<file path="src/rtl/spi_dac_pkg.sv">
// Shared types and helpers for the multi-channel SPI DAC sequencer.
package spi_dac_pkg;

  typedef enum logic [2:0] {
    ST_IDLE  = 3'd0,
    ST_SHIFT = 3'd1,
    ST_HOLD  = 3'd2,
    ST_GAP   = 3'd3,
    ST_ACK   = 3'd4,
    ST_CLR   = 3'd5
  } state_t;

  localparam int CLR_CYCLES = 4;

  function automatic int frame_bits(input int cmd_w, input int addr_w,
                                    input int data_w, input int pad_bits);
    return cmd_w + addr_w + data_w + pad_bits;
  endfunction

  // Counter width able to hold max_count-1, never narrower than one bit.
  function automatic int cnt_width(input int max_count);
    return (max_count > 1) ? $clog2(max_count) : 1;
  endfunction

endpackage

</file>
<file path="src/rtl/spi_dac_shift.sv">
// Frame shifter and SCK divider: each bit is a low phase then a high phase of
// SCK_DIV cycles, followed by one low hold phase with MOSI at zero.
module spi_dac_shift
  import spi_dac_pkg::*;
#(
  parameter int FRAME_BITS = 24,
  parameter int SCK_DIV    = 1
) (
  input  logic                  clk,
  input  logic                  rst,
  input  logic                  load,
  input  logic                  start,
  input  logic [FRAME_BITS-1:0] frame,
  output logic                  sck,
  output logic                  mosi,
  output logic                  holding,
  output logic                  done
);

  localparam int BIT_W = cnt_width(FRAME_BITS);
  localparam int DIV_W = cnt_width(SCK_DIV);
  localparam logic [BIT_W-1:0] BIT_LAST = BIT_W'(FRAME_BITS - 1);
  localparam logic [BIT_W-1:0] BIT_ZERO = BIT_W'(0);
  localparam logic [BIT_W-1:0] BIT_ONE  = BIT_W'(1);
  localparam logic [DIV_W-1:0] DIV_LAST = DIV_W'(SCK_DIV - 1);
  localparam logic [DIV_W-1:0] DIV_ZERO = DIV_W'(0);
  localparam logic [DIV_W-1:0] DIV_ONE  = DIV_W'(1);

  typedef enum logic [1:0] {
    PH_IDLE = 2'd0,
    PH_LOW  = 2'd1,
    PH_HIGH = 2'd2,
    PH_HOLD = 2'd3
  } phase_t;

  phase_t                phase_r, phase_nxt;
  logic [FRAME_BITS-1:0] sreg_r, sreg_nxt, word_s;
  logic [BIT_W-1:0]      bit_r, bit_nxt;
  logic [DIV_W-1:0]      div_r, div_nxt;
  logic                  sck_r, sck_nxt;
  logic                  mosi_r, mosi_nxt;
  logic                  div_zero_s;

  // Phase sequencing; sreg holds the bits not yet placed on MOSI.
  always_comb begin
    phase_nxt  = phase_r;
    sreg_nxt   = sreg_r;
    bit_nxt    = bit_r;
    div_nxt    = div_r;
    sck_nxt    = sck_r;
    mosi_nxt   = mosi_r;
    div_zero_s = (div_r == DIV_ZERO);
    word_s     = load ? frame : sreg_r;
    case (phase_r)
      PH_IDLE: begin
        if (start) begin
          phase_nxt = PH_LOW;
          sck_nxt   = 1'b0;
          mosi_nxt  = word_s[FRAME_BITS-1];
          sreg_nxt  = {word_s[FRAME_BITS-2:0], 1'b0};
          bit_nxt   = BIT_LAST;
          div_nxt   = DIV_LAST;
        end else if (load) begin
          sreg_nxt = frame;
        end else begin
          sck_nxt = 1'b0;
        end
      end
      PH_LOW: begin
        if (div_zero_s) begin
          phase_nxt = PH_HIGH;
          sck_nxt   = 1'b1;
          div_nxt   = DIV_LAST;
        end else begin
          div_nxt = div_r - DIV_ONE;
        end
      end
      PH_HIGH: begin
        if (div_zero_s) begin
          sck_nxt = 1'b0;
          div_nxt = DIV_LAST;
          if (bit_r == BIT_ZERO) begin
            phase_nxt = PH_HOLD;
            mosi_nxt  = 1'b0;
          end else begin
            phase_nxt = PH_LOW;
            mosi_nxt  = sreg_r[FRAME_BITS-1];
            sreg_nxt  = {sreg_r[FRAME_BITS-2:0], 1'b0};
            bit_nxt   = bit_r - BIT_ONE;
          end
        end else begin
          div_nxt = div_r - DIV_ONE;
        end
      end
      PH_HOLD: begin
        if (div_zero_s) begin
          phase_nxt = PH_IDLE;
        end else begin
          div_nxt = div_r - DIV_ONE;
        end
      end
      default: begin
        phase_nxt = PH_IDLE;
        sck_nxt   = 1'b0;
        mosi_nxt  = 1'b0;
      end
    endcase
  end

  // Shifter state register.
  always_ff @(posedge clk) begin
    if (rst) begin
      phase_r <= PH_IDLE;
      sreg_r  <= {FRAME_BITS{1'b0}};
      bit_r   <= BIT_ZERO;
      div_r   <= DIV_ZERO;
      sck_r   <= 1'b0;
      mosi_r  <= 1'b0;
    end else begin
      phase_r <= phase_nxt;
      sreg_r  <= sreg_nxt;
      bit_r   <= bit_nxt;
      div_r   <= div_nxt;
      sck_r   <= sck_nxt;
      mosi_r  <= mosi_nxt;
    end
  end

  assign sck     = sck_r;
  assign mosi    = mosi_r;
  assign holding = (phase_r == PH_HOLD);
  assign done    = (phase_r == PH_HOLD) && div_zero_s;

endmodule

</file>
<file path="src/rtl/spi_dac_seq.sv">
// Multi-channel SPI DAC sequencer: one dav/ack request streams one frame per
// enabled channel. Define SPI_DAC_SEQ_CLR_EN to add the dacclr clear pulse.
module spi_dac_seq
  import spi_dac_pkg::*;
#(
  parameter int DATA_W   = 12,
  parameter int CMD_W    = 4,
  parameter int ADDR_W   = 4,
  parameter int NCH      = 4,
  parameter int PAD_BITS = 4,
  parameter int SCK_DIV  = 1,
  parameter int CS_GAP   = 2
) (
  input  logic                  dacclk,
  input  logic                  dacrst,
`ifdef SPI_DAC_SEQ_CLR_EN
  input  logic                  dacclr,
`endif
  input  logic                  dacdav,
  output logic                  davdac,
  input  logic [CMD_W-1:0]      daccmd,
  input  logic [NCH-1:0]        dacmask,
  input  logic [NCH*DATA_W-1:0] dacdata,
  output logic                  dacbusy,
  output logic                  dacsck,
  output logic                  dacspid,
  output logic                  csdac,
  output logic                  clrdac
);

  localparam int FRAME_BITS = frame_bits(CMD_W, ADDR_W, DATA_W, PAD_BITS);
  localparam int GAP_W      = cnt_width(CS_GAP);
  localparam logic [GAP_W-1:0] GAP_LAST = GAP_W'(CS_GAP - 1);
  localparam logic [GAP_W-1:0] GAP_ZERO = GAP_W'(0);
  localparam logic [GAP_W-1:0] GAP_ONE  = GAP_W'(1);

  state_t                state_r, state_nxt;
  logic                  cs_r, cs_nxt;
  logic                  ack_r, ack_nxt;
  logic                  busy_r, busy_nxt;
  logic                  lost_r, lost_nxt;
  logic [NCH-1:0]        mask_r, mask_nxt;
  logic [CMD_W-1:0]      cmd_r, cmd_nxt;
  logic [NCH*DATA_W-1:0] data_r, data_nxt;
  logic [GAP_W-1:0]      gap_r, gap_nxt;

  logic                  start_s, holding_s, done_s, found_s;
  logic [CMD_W-1:0]      src_cmd_s;
  logic [NCH-1:0]        src_mask_s, rest_s;
  logic [NCH*DATA_W-1:0] src_data_s;
  logic [ADDR_W-1:0]     sel_s;
  logic [DATA_W-1:0]     chan_s;
  logic [FRAME_BITS-1:0] frame_s;

`ifdef SPI_DAC_SEQ_CLR_EN
  localparam int CLR_W = cnt_width(CLR_CYCLES);
  localparam logic [CLR_W-1:0] CLR_LAST = CLR_W'(CLR_CYCLES - 1);
  localparam logic [CLR_W-1:0] CLR_ZERO = CLR_W'(0);
  localparam logic [CLR_W-1:0] CLR_ONE  = CLR_W'(1);
  logic             clr_r, clr_nxt;
  logic [CLR_W-1:0] clr_cnt_r, clr_cnt_nxt;
`endif

  // Lowest remaining channel; in IDLE the live inputs feed the accept edge.
  always_comb begin
    src_cmd_s  = (state_r == ST_IDLE) ? daccmd  : cmd_r;
    src_mask_s = (state_r == ST_IDLE) ? dacmask : mask_r;
    src_data_s = (state_r == ST_IDLE) ? dacdata : data_r;
    sel_s      = {ADDR_W{1'b0}};
    chan_s     = {DATA_W{1'b0}};
    rest_s     = src_mask_s;
    found_s    = 1'b0;
    for (int i = 0; i < NCH; i++) begin
      if (src_mask_s[i] && !found_s) begin
        found_s   = 1'b1;
        sel_s     = ADDR_W'(i);
        chan_s    = src_data_s[i*DATA_W +: DATA_W];
        rest_s[i] = 1'b0;
      end else begin
        found_s = found_s;
      end
    end
  end

  assign frame_s = {src_cmd_s, sel_s, chan_s, {PAD_BITS{1'b0}}};

  // Sequencer next state: accept, per-frame completion, gap, ack handshake.
  always_comb begin
    state_nxt = state_r;
    cs_nxt    = cs_r;
    ack_nxt   = ack_r;
    busy_nxt  = busy_r;
    lost_nxt  = lost_r;
    mask_nxt  = mask_r;
    cmd_nxt   = cmd_r;
    data_nxt  = data_r;
    gap_nxt   = gap_r;
    start_s   = 1'b0;
`ifdef SPI_DAC_SEQ_CLR_EN
    clr_nxt     = clr_r;
    clr_cnt_nxt = clr_cnt_r;
`endif
    case (state_r)
      ST_IDLE: begin
        lost_nxt = 1'b0;
`ifdef SPI_DAC_SEQ_CLR_EN
        if (dacclr) begin
          state_nxt   = ST_CLR;
          clr_nxt     = 1'b0;
          clr_cnt_nxt = CLR_LAST;
          busy_nxt    = 1'b1;
        end else
`endif
        if (dacdav && !ack_r) begin
          busy_nxt = 1'b1;
          cmd_nxt  = daccmd;
          data_nxt = dacdata;
          if (dacmask != {NCH{1'b0}}) begin
            start_s   = 1'b1;
            cs_nxt    = 1'b0;
            mask_nxt  = rest_s;
            state_nxt = ST_SHIFT;
          end else begin
            ack_nxt   = 1'b1;
            state_nxt = ST_ACK;
          end
        end else begin
          state_nxt = ST_IDLE;
        end
      end
      ST_SHIFT, ST_HOLD: begin
        lost_nxt = lost_r | ~dacdav;
        if (done_s) begin
          cs_nxt = 1'b1;
          if (mask_r != {NCH{1'b0}}) begin
            state_nxt = ST_GAP;
            gap_nxt   = GAP_LAST;
          end else if (dacdav && !lost_r) begin
            ack_nxt   = 1'b1;
            state_nxt = ST_ACK;
          end else begin
            busy_nxt  = 1'b0;
            state_nxt = ST_IDLE;
          end
        end else if (holding_s) begin
          state_nxt = ST_HOLD;
        end else begin
          state_nxt = ST_SHIFT;
        end
      end
      ST_GAP: begin
        lost_nxt = lost_r | ~dacdav;
        if (gap_r == GAP_ZERO) begin
          start_s   = 1'b1;
          cs_nxt    = 1'b0;
          mask_nxt  = rest_s;
          state_nxt = ST_SHIFT;
        end else begin
          gap_nxt = gap_r - GAP_ONE;
        end
      end
      ST_ACK: begin
        if (!dacdav) begin
          ack_nxt   = 1'b0;
          busy_nxt  = 1'b0;
          state_nxt = ST_IDLE;
        end else begin
          ack_nxt = 1'b1;
        end
      end
`ifdef SPI_DAC_SEQ_CLR_EN
      ST_CLR: begin
        if (clr_cnt_r == CLR_ZERO) begin
          clr_nxt   = 1'b1;
          busy_nxt  = 1'b0;
          state_nxt = ST_IDLE;
        end else begin
          clr_cnt_nxt = clr_cnt_r - CLR_ONE;
        end
      end
`endif
      default: begin
        state_nxt = ST_IDLE;
        cs_nxt    = 1'b1;
        ack_nxt   = 1'b0;
        busy_nxt  = 1'b0;
      end
    endcase
  end

  // Sequencer state register.
  always_ff @(posedge dacclk) begin
    if (dacrst) begin
      state_r <= ST_IDLE;
      cs_r    <= 1'b1;
      ack_r   <= 1'b0;
      busy_r  <= 1'b0;
      lost_r  <= 1'b0;
      mask_r  <= {NCH{1'b0}};
      cmd_r   <= {CMD_W{1'b0}};
      data_r  <= {(NCH*DATA_W){1'b0}};
      gap_r   <= GAP_ZERO;
`ifdef SPI_DAC_SEQ_CLR_EN
      clr_r     <= 1'b1;
      clr_cnt_r <= CLR_ZERO;
`endif
    end else begin
      state_r <= state_nxt;
      cs_r    <= cs_nxt;
      ack_r   <= ack_nxt;
      busy_r  <= busy_nxt;
      lost_r  <= lost_nxt;
      mask_r  <= mask_nxt;
      cmd_r   <= cmd_nxt;
      data_r  <= data_nxt;
      gap_r   <= gap_nxt;
`ifdef SPI_DAC_SEQ_CLR_EN
      clr_r     <= clr_nxt;
      clr_cnt_r <= clr_cnt_nxt;
`endif
    end
  end

  spi_dac_shift #(
    .FRAME_BITS(FRAME_BITS),
    .SCK_DIV   (SCK_DIV)
  ) u_shift (
    .clk    (dacclk),
    .rst    (dacrst),
    .load   (start_s),
    .start  (start_s),
    .frame  (frame_s),
    .sck    (dacsck),
    .mosi   (dacspid),
    .holding(holding_s),
    .done   (done_s)
  );

  assign davdac  = ack_r;
  assign dacbusy = busy_r;
  assign csdac   = cs_r;
`ifdef SPI_DAC_SEQ_CLR_EN
  assign clrdac = clr_r;
`else
  assign clrdac = 1'b1;
`endif

endmodule

</file>
<file path="config.mk">
export PLATFORM = sky130hd
export DESIGN_NAME = spi_dac_seq
export DESIGN_NICKNAME = d
export VERILOG_FILES = /design/src/rtl/spi_dac_pkg.sv /design/src/rtl/spi_dac_shift.sv /design/src/rtl/spi_dac_seq.sv
export SDC_FILE = /design/constraint.sdc
export NUM_CORES = 1
export LEC_CHECK = 0
export ABC_AREA = 1
export BUFFER_PORTS_ARGS = -buffer_cell sky130_fd_sc_hd__buf_2
export CAP_MARGIN = 25
export CORE_MARGIN = 1
export CORE_UTILIZATION = 57
export DETAILED_ROUTE_END_ITERATION = 10
export GPL_TIMING_DRIVEN = 0
export MAX_ROUTING_LAYER = met4
export PLACE_DENSITY_LB_ADDON = 0.12
export SLEW_MARGIN = 0
export SYNTH_ARGS = -nofsm -noshare
export SYNTH_HDL_FRONTEND = slang
export SYNTH_SLANG_ARGS = --single-unit
</file>
<file path="constraint.sdc">
create_clock -name dacclk -period 2.1 [get_ports dacclk]
set_clock_uncertainty 0.05 [all_clocks]
set_input_delay 0.105 -clock dacclk [delete_from_list [all_inputs] [get_ports dacclk]]
set_output_delay 0.105 -clock dacclk [all_outputs]
set_load 0.05 [all_outputs]
</file>
==> flow_summary.yaml <==
power:
  intPower_mw: 3.32
  clockPowerShare_pct: 25.5
  p_comb_share_pct: 39.3
  power.switching_mw: 2.15
  power_density_mw_per_mm2: 1020
  swShare_pct: 39.3
  ir_drop_uv: 624
  power.share.sequential_pct: 35.1
  p_leak_nw: 2.57
  finalPower_mw: 5.47
logic_synthesis:
  yosysWarnings: 0
  synth_seq_cells: 79
  synth.most_common_cell: "nand2_1"
  yosys-top-cells-count: "nand2_1, dfxtp_1, nor2_1"
  synth_edf_count: 0
  yosys-top-cells-area: "dfxtp_1, nand2_1, nand3_1, a21oi_1, nor2_1"
  syn_area_mm2: 0.00427
  synth_area_per_cell_um2: 6.28
  syn-num-nets: 739
  syn_inst: 679
  netlist.area_leader.share_pct: 37.1
  synth_seq_area_share_pct: 37.1
  synth_cell_types: 33
  synth_area_leader_cell: "dfxtp_1"
  ys_async_sr_fraction_pct: 0
  synth_ff_type: "dfxtp_1"
final_layout:
  final_layout_size_suffix_gt1_share_pct: 15.6
  fillers: 614
  area_growth_pct: 26.2
  diodes: 0
  final_nets: 853
global_routing:
  grt_pass1_wl_mm: 20.6
  met3_usage_pct: 8.40
  met1_usage_pct: 45.1
  grt_pass1_vias: 4235
  gr-usage-met2_pct: 57.5
  grt_usage_pct: 36.4
  overflow: 0
  grt_antenna_before_repair: 0
  top_usage_layer: "met2"
  grt_max_degree: 14
sta:
  fin_tns_setup_ps: 0
  finalCritPeriodShare_pct: 94.7
  slew_viol_final: 0
  max_freq_mhz: 503
  finalHoldViolCount: 0
  rsz0062_at_grt: "false"
  slew_headroom_pct: 59.1
  max_slew.worst_pin.slew_ps: 613
  setup_viol: 0
  post-route-min-period_ps: 1990
detailed_routing:
  drcViolationCount: 0
  drt_iter0_drc: 417
  drt_pass1_iterations: 5
  drt_wl_total_mm: 13.6
  wl_per_cell_um: 15.2
  ant_nets: 0
  via_per_inst: 5.44
  num_vias: 4878
clock_tree:
  clk_transition_reported_paths_ps: 80
  clkSinkCount: 79
  clk_path_buf_depth: 2
  cts_tree: "yes"
  clkLatencyLatePin_ps: 360
  cts-root-buf: "clkbuf_8"
  numCtsBuffers: 9
  cts_htree_levels: 3
die:
  die_h_um: 88.5
  core_area_mm2: 0.00725
  fp.dieArea_mm2: 0.00783
  ios: 65
  start_util_pct: 58.8
  num_rows: 31
  fp.dieW_um: 88.5
status:
  run_status: "finished, final reports clean"
place:
  port-buffer-count: 62
  gp_routability_congestion: 0.958
  dp_hpwl_mm: 9.54
worst_hold_path:
  hp-class: "primary input to flip-flop"
job:
  maxCapViolCount: 0
critical_path:
  path_class: "flip-flop to flip-flop"
  arrival_ps: 2170
  cp_max_fo: 10
  startpoint_type: "flip-flop"
  crit_path_end_kind: "flip-flop"
  worst_ep_required_time_ps: 2280
==> critical path, cell delays in order (launching register included) <==
cell,delay (ps)
dfxtp_2,360
nor2_8,180
nand2_4,100
buf_4,190
clkbuf_4,210
nand2_1,80
nand2_1,50
nand3_1,70
nand2_1,110
nor2_2,170
nand3_1,120
nand2_1,100
a21oi_1,60
==> final timing paths <==
| check | start | to | slack (ps) | cells after the start |
|---|---|---|---|---|
| setup / recovery | state_r[0] | u_shift.sreg_r[15] | 110 | 12 |
| hold / removal | dacdata[12] | data_r[12] | 20 | 3 |
| setup reg to reg | state_r[0] | u_shift.sreg_r[15] | 110 | 12 |
| hold reg to reg | data_r[41] | data_r[41] | 420 | 2 |
==> per-layer routing <==
metal	vias up	routed length, um
met5	-	0
met4	0	410
met3	32	975
met2	239	6220
met1	2217	5980
li1	2390	-
==> power groups by stage <==
| stage | Combinational (mW) | Clock (mW) | Sequential, mW |
|---|---|---|---|
| floorplan | 1.39 | 0 | 1.98 |
| detailed placement | 2.00 | 0 | 1.94 |
| CTS | 2.06 | 1.40 | 1.91 |
| finish | 2.15 | 1.40 | 1.92 |
| global placement | 1.96 | 0 | 1.93 |
| global route | 2.37 | 1.45 | 1.95 |
==> timing repair <==
action	CTS	global route
hold endpoints to repair	39	0
gates resized for setup	1	15
hold buffers	39	0
buffers inserted	0	3
pin swaps	0	2
endpoints found under the setup margin	1	15
==> metrics by stage <==
step	hold slack, ps	area [um^2]	util (%)	cells	setup WS [ps]
2_1_floorplan	190	4270	-	679	349
3_3_place_gp	296	4700	64.8	840	66.5
3_5_place_dp	311	4700	64.8	840	29.7
4_1_cts	4.69	5340	73.6	894	37.9
5_1_grt	30.4	5380	74.2	896	18.5
6_report	16.6	5380	74.2	896	111
==> flip-flops by register name, indices dropped and copies added, names as in the netlist, 2 cells and up <==
register	flops
data_r	36
u_shift.sreg_r	19
u_shift.bit_r	5
cmd_r	4
mask_r	3
state_r	3
u_shift.phase_r	2
==> layout make-up <==
type	instances	area [um^2]	area share, %
Buffer	45	221	4.12
Inverter	61	229	4.25
Timing Repair Buffer	104	723	13.4
Clock buffer	10	138	2.56
Tap cell	99	124	2.30
Sequential cell	79	1580	29.4
Multi-Input combinational cell	493	2260	41.9
Clock inverter	5	106	1.98
==> cell families (layout without fill, tap and decap cells) <==
family | count (synthesis) | count (layout) | share of synthesized area [%]
AND/OR/NAND/NOR | 376 | 376 | 37.7
AO/OA/AOI/OAI | 115 | 115 | 14.4
buffers and inverters | 107 | 225 | 10.5
flip-flops | 79 | 79 | 37.1
adder cells (fa/ha/maj) | 1 | 1 | 0.293
other | 1 | 1 | 0.0879
==> cell usage in the layout (no fill, tap or decap), drive strengths merged, types with 38 or more instances in the layout <==
cell type / Yosys / layout
o21ai: 38 / 38
nor2: 74 / 74
dlygate4sd3: 0 / 39
nand3: 72 / 72
dfxtp: 79 / 79
a21oi: 64 / 64
nand2: 210 / 210
clkbuf: 28 / 38
buf: 18 / 82
inv: 61 / 61
No activity file was read; power rests on OpenSTA's default activity.
